**src/rtl/interp_pkg.sv**
```systemverilog
// Shared types and constants for the interpolation select sequencer.
// Boundaries describe the 8x8 prediction block's padded row/column mux map.
package interp_pkg;

  typedef enum logic [2:0] {
    ST_IDLE = 3'd0,
    ST_ROWS = 3'd1,
    ST_COLS = 3'd2,
    ST_HALF = 3'd3,
    ST_FIN  = 3'd4
  } state_t;

  localparam logic [2:0] PHASE_NONE = 3'd0;
  localparam logic [2:0] PHASE_ROWS = 3'd1;
  localparam logic [2:0] PHASE_COLS = 3'd2;
  localparam logic [2:0] PHASE_HALF = 3'd3;

  localparam int         NUM_PIXEL_DEF = 8;
  localparam int         INT_ROWS      = NUM_PIXEL_DEF + 8;
  localparam int         INT_COLS      = INT_ROWS + NUM_PIXEL_DEF;
  localparam logic [7:0] HALF_A        = 8'd32;
  localparam logic [7:0] HALF_B        = 8'd40;
  localparam logic [7:0] HALF_C        = 8'd48;
  localparam logic [7:0] IDLE_SEL      = 8'hFF;

  // First mux input of the half-sample column group selected by frac_x.
  function automatic logic [7:0] half_base(input logic [1:0] frac_x);
    logic [7:0] base;
    case (frac_x)
      2'd1:    base = 8'(INT_COLS);
      2'd2:    base = HALF_A;
      2'd3:    base = HALF_B;
      default: base = 8'(INT_COLS);
    endcase
    return base;
  endfunction

endpackage

```
**src/rtl/interp_sel_counter.sv**
```systemverilog
// Per-phase index counter: advances on enable, clears on phase change,
// flags the terminal value supplied by the current phase.
module interp_sel_counter #(
  parameter int W = 5
) (
  input  logic         clock,
  input  logic         reset,
  input  logic         en,
  input  logic         clr,
  input  logic [W-1:0] limit,
  output logic [W-1:0] index,
  output logic         tc
);

  // Clear has priority so a phase change on the last fire restarts at zero.
  always_ff @(posedge clock) begin
    if (!reset) begin
      index <= '0;
    end else if (clr) begin
      index <= '0;
    end else if (en) begin
      index <= index + W'(1);
    end else begin
      index <= index;
    end
  end

  assign tc = (index == limit);

endmodule

```
**src/rtl/interp_sel_sequencer.sv**
```systemverilog
// Drives sel/s of the interpolation input mux for one prediction block.
// Optional performance counters are enabled with INTERP_SEQ_PERF_CNT_EN.
module interp_sel_sequencer
  import interp_pkg::*;
#(
  parameter int NUM_PIXEL = 8,
  parameter int SEL_W     = 8
) (
  input  logic             clock,
  input  logic             reset,
  input  logic             start,
  input  logic [1:0]       frac_x,
  input  logic [1:0]       frac_y,
  input  logic             out_ready,
  output logic             busy,
  output logic             sel_valid,
  output logic [SEL_W-1:0] sel,
  output logic [SEL_W-1:0] s,
  output logic             mux_valid,
  output logic             done
`ifdef INTERP_SEQ_PERF_CNT_EN
  ,
  output logic [15:0]      stall_cnt,
  output logic [15:0]      blk_cnt
`endif
);

  localparam logic [4:0] ROWS_LAST = 5'(INT_ROWS - 1);
  localparam logic [4:0] PIX_LAST  = 5'(NUM_PIXEL - 1);
  localparam logic [7:0] COLS_BASE = 8'(INT_ROWS);

  state_t     state;
  state_t     state_next;
  logic [1:0] frac_x_q;
  logic [1:0] frac_y_q;
  logic [4:0] index;
  logic [4:0] limit;
  logic       tc;
  logic       active;
  logic       fire;
  logic       phase_change;
  logic [7:0] sel_raw;
  logic [2:0] phase;

  assign active       = (state == ST_ROWS) || (state == ST_COLS) || (state == ST_HALF);
  assign fire         = active && out_ready;
  assign phase_change = (state_next != state);

  interp_sel_counter #(.W(5)) u_counter (
    .clock (clock),
    .reset (reset),
    .en    (fire),
    .clr   (phase_change),
    .limit (limit),
    .index (index),
    .tc    (tc)
  );

  // State, captured phases and the mux-aligned valid/done flags.
  always_ff @(posedge clock) begin
    if (!reset) begin
      state     <= ST_IDLE;
      frac_x_q  <= 2'd0;
      frac_y_q  <= 2'd0;
      mux_valid <= 1'b0;
      done      <= 1'b0;
    end else begin
      state     <= state_next;
      mux_valid <= fire;
      done      <= fire && tc && (state_next == ST_FIN);
      if ((state == ST_IDLE) && start) begin
        frac_x_q <= frac_x;
        frac_y_q <= frac_y;
      end else begin
        frac_x_q <= frac_x_q;
        frac_y_q <= frac_y_q;
      end
    end
  end

  // Next state and the select word for the current phase.
  always_comb begin
    state_next = state;
    sel_raw    = IDLE_SEL;
    phase      = PHASE_NONE;
    limit      = PIX_LAST;
    busy       = 1'b1;
    case (state)
      ST_IDLE: begin
        busy = 1'b0;
        if (start) begin
          state_next = ((frac_x == 2'd0) && (frac_y != 2'd0)) ? ST_COLS : ST_ROWS;
        end else begin
          state_next = ST_IDLE;
        end
      end
      ST_ROWS: begin
        phase   = PHASE_ROWS;
        limit   = ROWS_LAST;
        sel_raw = {3'd0, index};
        if (fire && tc) begin
          state_next = ((frac_x_q != 2'd0) && (frac_y_q != 2'd0)) ? ST_HALF : ST_FIN;
        end else begin
          state_next = ST_ROWS;
        end
      end
      ST_COLS: begin
        phase   = PHASE_COLS;
        sel_raw = COLS_BASE + {3'd0, index};
        if (fire && tc) begin
          state_next = ST_FIN;
        end else begin
          state_next = ST_COLS;
        end
      end
      ST_HALF: begin
        phase   = PHASE_HALF;
        sel_raw = half_base(frac_x_q) + {3'd0, index};
        if (fire && tc) begin
          state_next = ST_FIN;
        end else begin
          state_next = ST_HALF;
        end
      end
      ST_FIN: begin
        state_next = ST_IDLE;
      end
      default: begin
        state_next = ST_IDLE;
        busy       = 1'b0;
      end
    endcase
  end

  assign sel_valid = active;
  assign sel       = SEL_W'(sel_raw);
  assign s         = SEL_W'({phase, index});

`ifdef INTERP_SEQ_PERF_CNT_EN
  // Saturating stall counter and wrapping completed-block counter.
  always_ff @(posedge clock) begin
    if (!reset) begin
      stall_cnt <= 16'd0;
      blk_cnt   <= 16'd0;
    end else begin
      if (active && !out_ready && (stall_cnt != 16'hFFFF)) begin
        stall_cnt <= stall_cnt + 16'd1;
      end else begin
        stall_cnt <= stall_cnt;
      end
      if (done) begin
        blk_cnt <= blk_cnt + 16'd1;
      end else begin
        blk_cnt <= blk_cnt;
      end
    end
  end
`endif

endmodule
```
**config.mk**
```make
export PLATFORM = sky130hd
export DESIGN_NAME = interp_sel_sequencer
export DESIGN_NICKNAME = d
export VERILOG_FILES = /design/src/rtl/interp_pkg.sv /design/src/rtl/interp_sel_counter.sv /design/src/rtl/interp_sel_sequencer.sv
export SDC_FILE = /design/constraint.sdc
export NUM_CORES = 1
export LEC_CHECK = 0
export BUFFER_PORTS_ARGS = -buffer_cell sky130_fd_sc_hd__buf_2
export CORE_MARGIN = 3
export CORE_UTILIZATION = 35
export DETAILED_ROUTE_END_ITERATION = 7
export PLACE_DENSITY = 0.57
export SYNTH_ARGS = -nofsm -noshare
export SYNTH_HDL_FRONTEND = slang
export SYNTH_SLANG_ARGS = --single-unit
```
**constraint.sdc**
```tcl
create_clock -name clock -period 5.5 [get_ports clock]
set_input_delay 0.275 -clock clock [delete_from_list [all_inputs] [get_ports clock]]
set_output_delay 0.275 -clock clock [all_outputs]
set_load 0.05 [all_outputs]
```
* Word level (Yosys, flattened, before mapping) *
Cells that the tools add are included.
W data, S select, Z words.

cells by class
  equality and inequality tests = 9
  mux-type cells = 13
  bitwise gates (word level) = 1
  $add $sub $neg = 3
  reductions and logical operators = 15

operators with widths
  cell                   count
  $pmux W8 S3            1
  $mux W3                4
  $pmux W3 S4            1
  $pmux W6 S2            1
  $add A8 B5 Y8          1
  $mux W8                1
  $add A5 B5 Y6 const A  1
  $eq A3 B2 Y1 const B   2
  $eq A3 B3 Y1 const B   2
  $logic_and A1 B1 Y1    6
  $pmux W2 S3            1
  $reduce_bool A2 Y1     3
  $add A5 B1 Y5 const B  1
  $eq A5 B4 Y1           1
  $eq A2 B2 Y1 const B   2
  $mux W2                2
  $mux W4                1
  $reduce_or A4 Y1       1
  $eq A3 B1 Y1 const B   1
  $logic_not A3 Y1       1
  $ne A3 B3 Y1           1
  $logic_not A2 Y1       1
  $logic_or A1 B1 Y1     2
  $reduce_or A2 Y1       1
  other kinds (2)        2

word-level totals
  register bits after elaboration = 14
  bits of input ports = 8
  logic and storage cells = 47

* Longest topological paths before layout *
Gate-level depths: netlist (run 1).

  depth in word-level cells = 9
  mapped depth = 9

* By module *
A second synthesis (run 1) with hierarchy kept.

second synthesis, totals
  cells, all modules = 105
  area, all modules = 929.6 um^2

by module, submodules not included
  module                cells an instance  instances  area each (um^2)
  interp_sel_sequencer  78                 1          676.9
  interp_sel_counter    27                 1          252.7

* Worst setup path after synthesis (run 1) *
OpenSTA, ideal clock, no wires.

  kind = register -> output
  start = reg u_counter.index[3]
  end = out sel[5]
  arrival time = 2.323 ns
  cell stages (with the launch flop) = 7
  buffers on the path = 0
  setup slack = 2.902 ns
  path through = dfxtp_1 > ha_1 > inv_1 > fa_1 > xnor2_1 > a21oi_1 > o21bai_1

on the way
  longest elaborated chain between the ends = 2

RTL lines
  what                                                   RTL line                                                  source
  start: declaration                                     interp_sel_counter.sv:11                                  output logic [W-1:0] index,
  start signal: assignment                               interp_sel_counter.sv:22                                  index <= index + W'(1);
  start signal: assignment                               interp_sel_counter.sv:24                                  index <= index;
  $add A8 B5 Y8 / $add A5 B5 Y6 (equally long branches)  interp_sel_sequencer.sv:118, interp_sel_sequencer.sv:109
  $pmux W8 S3 *                                          interp_sel_sequencer.sv:88                                case (state)
  end: declaration                                       interp_sel_sequencer.sv:17                                output logic [SEL_W-1:0] sel,

Every way passes the cells marked *; elsewhere a longest branch is shown, timed or not.

* Worst setup path in the final report (run 1) *
  start = reg frac_x_q[1]
  end = out sel[4]

on the way
  longest elaborated chain between the ends = 5

RTL lines
  what                      RTL line                     source
  start: declaration        interp_sel_sequencer.sv:34   logic [1:0] frac_x_q;
  start signal: assignment  interp_sel_sequencer.sv:72   frac_x_q <= frac_x;
  start signal: assignment  interp_sel_sequencer.sv:75   frac_x_q <= frac_x_q;
  $eq A2 B2 Y1              interp_pkg.sv:29             case (frac_x)
  $pmux W6 S2 *             interp_pkg.sv:29
  $mux W8 *                 interp_sel_sequencer.sv:88
  $add A8 B5 Y8 *           interp_sel_sequencer.sv:118  sel_raw = half_base(frac_x_q) + {3'd0, index};
  $pmux W8 S3 *             interp_sel_sequencer.sv:88

Every way passes the cells marked *; elsewhere a longest branch is shown, timed or not. The select of a mux whose other input is x is not followed.

==> out/results.txt, run 1 <==
outcome = complete, no violations
postcts setup bufs = 0
count of final setup violators = 0
max_cap viols = 0
fin crit share = 0.4495
Flop pwr share = 0.394
antenna diode count = 0
Leak = 0.4589 nW
hold buffer count at cts = 0
share of cells above drive strength 1 = 0.2748
Slew @ Worst Pin = 792.5 ps
Slew Viols, Final = 0
Clock H-tree levels = 1
switching share of total power = 0.3877
Yosys top cell by area = dfxtp_1
Clock Power Share = 0.260
Die Ht = 58.87 um
cts bufs inserted = 3
clk sinks = 14
Nets = 146
detailed placer's ending HPWL = 1668 um
RSZ-0062 raised after global routing = no
CTS tree = yes
largest net degree at the start of global routing = 16
Initial DRT Pass Iterations = 4
GR Util All Layers = 0.1277
routed wire length = 2180 um
min cycle time layout = 2472 ps
Post-synth EDFFs = 0
Die Width = 58.87 um
Finished Core Util = 0.4420
setup tns final = 0 ps
DR WL met2 = 917 um
pwr dens = 249.2 nW/um^2
FMAX = 0.4045 GHz
Area growth, synth to finish = 15.98%
Slew HR = 0.4697
reg2reg setup slack = 3240 ps
routed metal-1 wirelength = 1121 um
CTS Root Cell = clkbuf_4
initial antenna violation count = 0
vias post-DR = 839
min-delay src = frac_x[1]
synth unique cells = 40
Cells on Worst Hold Path = 3
register area share after synthesis = 0.2864
CP Capture Type = primary output
Placer Congestion = 0.7169
I/O pins = 28
DRC = 0
CTS clk-pin slew, worst paths = 80 ps
average size of a mapped cell = 9.060 um^2
Mapped Cells = 108
metal3 WL = 114 um
WP data required = 5220 ps
internal power = 0.1731 mW
starting density of the core = 0.3811
Core Area = 2567 um^2
area of the mapped netlist = 978.4 um^2
uppermost layer routed = met4
CP arrival = 2200 ps
Post-synth ARST share = 0
Fin Clk Skew = 3.416 ps
Post-Syn Nets = 122
r2r worst-path depth = 7
first-pass GRT wire length = 3401 um
Seq cells post-synth = 14
crit start category = register
Crit Path Category = reg -> out
VDD IR max = 0.0001808 V
top cells by area, synth = dfxtp_1 29%, ha_1 6.4%, xnor2_1 5.4%
vias in the first global route = 765
Clock Path Buffers = 2
drt via density = 5.211
Hold Path Class = in -> reg
Post-synth top flop = dfxtp_1
combinational share of power = 0.346
starting DRC count in detailed routing = 19
Net Switching = 0.1096 mW
FP Rows = 18
number of gates resized after cts = 0
Port Buffer Count = 26
worst r2r src = state[0]
Synth top area share = 0.2864
Worst Path Max Fanout = 7
WHS Endpoint = frac_x_q[1]
Placed Cells = 157
count of final hold-check violations = 0
DIE AREA = 3466 um^2
YS warnings = 0
Reg-to-Reg End = u_counter.index[0]
Synth top cells by count = 14 x dfxtp_1, 9 x nor2_1, 6 x inv_1, 6 x nor2b_1, 6 x xnor2_1
most common cell in the netlist = dfxtp_1
GRT Residual Overflow = 0
worst-skew pair later-pin latency = 280 ps
Non-Filler Instances = 161
DRT antenna net count = 0
WL/cell = 13.54 um
-- power by group through the flow --
stage                     Combinational, mW  Clock (mW)  Sequential [mW]
after floorplan                      0.0797           0            0.113
after global placement               0.0977           0            0.114
after detailed placement             0.0981           0            0.114
after CTS                            0.0986      0.0753            0.111
after global routing                  0.104      0.0811            0.112
final                                0.0979      0.0734            0.112
-- registers in the layout (all words and copies together) (netlist names) --
name,cells
done,1
frac_x_q,2
frac_y_q,2
mux_valid,1
state,3
u_counter.index,5
-- through the flow --
stage	power (mW)	instance area (um^2)	worst slack (ps)	hold slack, ps
after global placement	0.2113	1099	3307	504.9
after floorplan	0.1928	978.4	2902	396.7
after CTS	0.2851	1135	3043	272.9
after detailed placement	0.2117	1099	3266	509.5
final	0.2828	1135	3028	272.3
after global routing	0.2971	1135	2934	288.8
-- critical path, cell delays in order, from the launching register on --
cell and delay, ps:
dfxtp_1 520, nand2b_1 110, ha_1 200, inv_1 70, fa_1 440, o211ai_1 190, a21o_1 140, buf_2 260
-- worst max path at each step --
stage | start | end | slack [ps] | cells past startpoint
2_1_floorplan | u_counter.index[3] | sel[5] | 2900 | 6
3_3_place_gp | state[0] | u_counter.index[0] | 3310 | 7
3_5_place_dp | state[0] | u_counter.index[0] | 3270 | 7
4_1_cts | frac_x_q[1] | sel[4] | 3040 | 7
5_1_grt | frac_x_q[1] | sel[4] | 2930 | 7
6_report | frac_x_q[1] | sel[4] | 3030 | 7
-- layout by cell type, fill, tap and decap left out, drive strengths merged --
cell / instances
and2b: 1
a21o: 1
nor3b: 3
dfxtp: 14
a211oi: 5
xnor2: 6
nor2b: 6
nand3: 2
conb: 1
buf: 26
nor4b: 1
o221ai: 1
inv: 7
a22oi: 1
a21oi: 4
fa: 1
a31oi: 1
nor2: 9
clkbuf: 4
o211ai: 3
ha: 5
nand2: 3
nand4b: 1
o31ai: 1
nand2b: 4
nor3: 4
or3: 5
nand4bb: 1
o22ai: 1
nand3b: 2
o21a: 1
and2: 1
mux2i: 4
o21bai: 1
-- metal layers --
| layer | vias up | GRT usage |
|---|---|---|
| li1 | 420 | - |
| met1 | 392 | 0.1794 |
| met2 | 23 | 0.1940 |
| met3 | 4 | 0.01535 |
| met4 | 0 | 0.05825 |
| met5 | - | 0 |
-- area by class of cell --
cell class	count	area [um^2]
Fill cell	263	1433
Multi-Input combinational cell	80	624.3
Sequential cell	14	280.3
Timing Repair Buffer	26	130.1
Tap cell	30	37.54
Clock buffer	4	36.28
Inverter	7	26.28
-- kinds of logic (layout without fill, tap and decap cells) --
kind of cell / count (synthesis) / in the layout / share of synthesized area
compound gates: 20 / 20 / 0.1778
other cells: 1 / 1 / 0.003833
buf+inv: 14 / 37 / 0.07544
flops: 14 / 14 / 0.2864
fa+ha+maj: 6 / 6 / 0.08440
mux: 4 / 4 / 0.04092
simple gates: 43 / 43 / 0.2775
xor+xnor: 6 / 6 / 0.05371
Power figures use the tool's default switching activity.
==> run 2, diff against run 1 <==
==> constraint.sdc (replaced) <==
create_clock -name clock -period 2.35 [get_ports clock]
set_input_delay 0.1175 -clock clock [delete_from_list [all_inputs] [get_ports clock]]
set_output_delay 0.1175 -clock clock [all_outputs]
set_load 0.05 [all_outputs]
==> run 2 against run 1 <==
Combinational power grew to 2.5 times the previous value. Design area is 3.5% higher. Sequential cell count stayed put. Die area stayed put. Utilization is 1.6 points higher. Cell count is 3.1% higher. Worst setup slack worse by 2800 ps. Sequential share of layout area is 0.84 points lower. Largest cell class unchanged.
==> out/results.txt, run 2 (synthesis results as in run 1) <==
GRT Residual Overflow = 0
WL/cell = 13.35 um
CP Capture Type = primary output
DRC = 0
Nets = 152
Placer Congestion = 0.7763
Max stage delay on crit path = 470 ps
filler instances = 279
antenna diode count = 0
Clock Path Buffers = 2
starting DRC count in detailed routing = 9
cts bufs inserted = 3
CTS tree = yes
number of gates resized after cts = 0
first-pass GRT wire length = 3643 um
pwr dens = 536.7 nW/um^2
Port Buffer Count = 26
share of cells above drive strength 1 = 0.3162
largest register by flop count = u_counter.index
CTS clk-pin slew, worst paths = 80 ps
CTS Root Cell = clkbuf_4
worst-skew pair later-pin latency = 270 ps
FMAX = 0.4658 GHz
GR Util All Layers = 0.1382
Die Width = 58.87 um
crit start category = register
Placed Cells = 163
WP data required = 2230 ps
Crit Path Category = reg -> out
FF+latch area = 280.3 um^2
CP cell instances = ha_1 -> inv_1 -> fa_1 -> o211ai_1 -> a21o_1 -> buf_2
detailed placer's ending HPWL = 1759 um
starting density of the core = 0.3811
CP arrival = 2030 ps
most frequent cells in the layout = 26 x buf_2, 14 x dfxtp_1, 9 x nor2_1
Total Power Consumption = 0.6305 mW
hold buffer count at cts = 0
Worst Path Max Fanout = 6
initial antenna violation count = 0
most common cell after layout, fill and taps aside = buf_2
critical path's slowest cell = dfxtp_1
Finished Core Util = 0.4576
vias post-DR = 836
outcome = complete, no violations
Initial DRT Pass Iterations = 4
CP bufs+invs = 2
Clock H-tree levels = 1
clk sinks = 14
Leak = 0.4862 nW
Fin Clk Skew = 3.759 ps
Slew Viols, Final = 0
Area growth, synth to finish = 20.08%
VDD IR max = 0.0003784 V
largest net degree at the start of global routing = 15
FP Rows = 18
Multi-input gate area = 633.1 um^2
DRT antenna net count = 0
vias in the first global route = 802
max FFs per register = 5
max_cap viols = 0
routed wire length = 2216 um
I/O pins = 28
cell family with most CP delay = adder cells
Core Area = 2567 um^2
drt via density = 5.036
RSZ-0062 raised after global routing = no
setup tns final = 0 ps
count of final hold-check violations = 0
count of final setup violators = 0
Hold Path Class = in -> reg
Place WS = 352.2 ps
fin crit share = 0.9135
min cycle time layout = 2147 ps
Die Ht = 58.87 um
postcts setup bufs = 0
top flop regs = u_counter.index x5, state x3
Non-Filler Instances = 166
final worst slack = 203.2 ps
DIE AREA = 3466 um^2
[run 2: path summary, 6_finish.rpt]
| path | start | end | slack (ps) | cells past startpoint |
|---|---|---|---|---|
| worst max register to register | state[0] | u_counter.index[0] | 330 | 7 |
| worst max-delay path | u_counter.index[3] | sel[4] | 200 | 6 |
| worst min register to register | frac_y_q[0] | frac_y_q[0] | 520 | 2 |
| worst min-delay path | frac_y[0] | frac_y_q[0] | 120 | 3 |
[run 2: cell type report]
cell class | instances | area share
Multi-Input combinational cell | 80 | 0.5389
Inverter | 7 | 0.02236
Tap cell | 30 | 0.03195
Clock buffer | 3 | 0.01917
Sequential cell | 14 | 0.2386
Timing Repair Buffer | 32 | 0.1491
[run 2: where the power goes]
group / internal (mW) / total, mW / switching [mW]
combinational: 0.0729 / 0.247 / 0.174
sequential: 0.247 / 0.253 / 0.00608
clock: 0.0593 / 0.130 / 0.0710
[run 2: per-layer routing]
metal	vias up	global-route usage	wire [um]
met2	22	0.2066	932
met5	-	0	0
li1	441	-	-
met3	4	0.01974	110
met1	369	0.2013	1151
met4	0	0.04854	21
[run 2: through the flow]
| stage | instance area (um^2) | hold slack [ps] |
|---|---|---|
| 6_report | 1175 | 122.1 |
| 5_1_grt | 1175 | 142.5 |
| 4_1_cts | 1175 | 125.8 |
| 3_5_place_dp | 1152 | 408.0 |
| 3_3_place_gp | 1152 | 399.3 |
| 2_1_floorplan | 987.2 | 239.2 |
[run 2: tightest hold or removal path: stages]
cell and delay, ps:
buf_2 90, mux2i_1 60, nor2b_1 90
==> run 3, diff against run 2 <==
--- a/config.mk
+++ b/config.mk
@@ -7,9 +7,10 @@
 export LEC_CHECK = 0
 export BUFFER_PORTS_ARGS = -buffer_cell sky130_fd_sc_hd__buf_2
 export CORE_MARGIN = 3
-export CORE_UTILIZATION = 35
+export CORE_UTILIZATION = 45
 export DETAILED_ROUTE_END_ITERATION = 7
-export PLACE_DENSITY = 0.57
+export HOLD_SLACK_MARGIN = 0.02
+export PLACE_DENSITY = 0.7
 export SYNTH_ARGS = -nofsm -noshare
 export SYNTH_HDL_FRONTEND = slang
 export SYNTH_SLANG_ARGS = --single-unit
==> run 3 against run 2 <==
Clock skew grew 4.1 ps. Sequential power is essentially flat. Combinational power shrank 2%. Non-clock buffer count shrank 1. Fmax grew 0.12%. Clock power grew 35%. Critical endpoint is now sel[5]. Largest cell class unchanged.
==> out/results.txt, run 3 (synthesis results as in run 1) <==
Leak = 0.4889 nW
WL/cell = 12.58 um
Multi-input gate area = 633.1 um^2
Finished Core Util = 0.5881
GR Util All Layers = 0.1654
vias post-DR = 868
Core Area = 2002 um^2
clk sinks = 14
CP arrival = 2030 ps
filler instances = 182
uppermost layer routed = met4
starting density of the core = 0.4887
CTS tree = yes
antenna diode count = 0
cts bufs inserted = 3
DRC = 0
Initial DRT Pass Iterations = 4
setup tns final = 0 ps
top flop regs = u_counter.index x5, state x3
Die Width = 52.63 um
CTS Root Cell = clkbuf_4
Clock H-tree levels = 1
metal3 WL = 147 um
Clock Path Buffers = 2
FP Rows = 16
DR WL met2 = 913 um
WP data required = 2230 ps
Crit Path Category = reg -> out
first-pass GRT wire length = 3346 um
vias in the first global route = 752
Worst Path Max Fanout = 6
Placer Congestion = 0.7727
share of cells above drive strength 1 = 0.3162
Slew HR = 0.5082
CP Capture Type = primary output
drt via density = 5.325
min cycle time layout = 2144 ps
Port Buffer Count = 26
DIE AREA = 2770 um^2
Area growth, synth to finish = 20.33%
crit start category = register
max FFs per register = 5
CTS clk-pin slew, worst paths = 90 ps
initial antenna violation count = 0
DRT antenna net count = 0
most common cell after layout, fill and taps aside = buf_2
routed metal-1 wirelength = 955 um
hold buffer count at cts = 0
GRT Residual Overflow = 0
count of final hold-check violations = 0
Slew @ Worst Pin = 735.0 ps
worst-skew pair later-pin latency = 290 ps
Nets = 151
VDD IR max = 0.0002970 V
Fin Clk Skew = 7.829 ps
max_cap viols = 0
Slew Viols, Final = 0
Die Ht = 52.63 um
starting DRC count in detailed routing = 15
routed wire length = 2051 um
detailed placer's ending HPWL = 1606 um
fin crit share = 0.9124
Hold Path Class = in -> reg
pwr dens = 569.8 nW/um^2
postcts setup bufs = 0
FF+latch area = 280.3 um^2
largest register by flop count = u_counter.index
RSZ-0062 raised after global routing = no
count of final setup violators = 0
FMAX = 0.4664 GHz
largest net degree at the start of global routing = 15
I/O pins = 28
most frequent cells in the layout = 26 x buf_2, 14 x dfxtp_1, 9 x nor2_1
outcome = complete, no violations
number of gates resized after cts = 0
## run 3: cell count changes in the layout (fill, tap and decap cells not counted)
cell,delta
clkbuf_8,+1
buf_4,-1
## run 3: final cells by class
class                           instances  area share
Clock buffer                            4     0.03082
Inverter                                7     0.02232
Multi-Input combinational cell         80      0.5377
Sequential cell                        14      0.2380
Tap cell                               27     0.02869
Timing Repair Buffer                   31      0.1424
## run 3: path summary, 6_finish.rpt
kind	start	to	slack, ps	cells after the start
setup reg to reg	state[0]	u_counter.index[0]	270	5
hold / removal	frac_y[1]	frac_y_q[1]	100	3
hold reg to reg	frac_y_q[1]	frac_y_q[1]	530	2
setup / recovery	u_counter.index[3]	sel[5]	210	7
## run 3: critical path, cell delays in order (launching register included)
cell and delay [ps]:
dfxtp_1 470, ha_1 210, inv_1 50, fa_1 370, xnor2_1 180, a21oi_1 100, o21bai_2 100, buf_2 270
## run 3: per-stage QoR
| stage | hold slack [ps] | worst slack [ps] | power, mW | cell area [um^2] | cells |
|---|---|---|---|---|---|
| 6_report | 101.6 | 205.8 | 0.6709 | 1177 | 163 |
| 5_1_grt | 135.3 | 63.24 | 0.6991 | 1177 | 163 |
| 4_1_cts | 109.2 | 182.9 | 0.6725 | 1177 | 163 |
| 3_3_place_gp | 399.3 | 344.9 | 0.4993 | 1141 | 159 |
| 3_5_place_dp | 409.0 | 315.8 | 0.5017 | 1141 | 159 |
| 2_1_floorplan | 239.2 | 193.4 | 0.4538 | 987.2 | 108 |
## run 3: metal layers
| metal | GRT usage | vias to the layer above |
|---|---|---|
| met5 | 0 | - |
| met4 | 0.06383 | 0 |
| met3 | 0.04274 | 5 |
| met2 | 0.2583 | 31 |
| met1 | 0.2151 | 398 |
| li1 | - | 434 |
## run 3: power by group
| group | internal (mW) | switching [mW] |
|---|---|---|
| Combinational | 0.0700 | 0.173 |
| Sequential | 0.247 | 0.00620 |
| Clock | 0.0944 | 0.0809 |
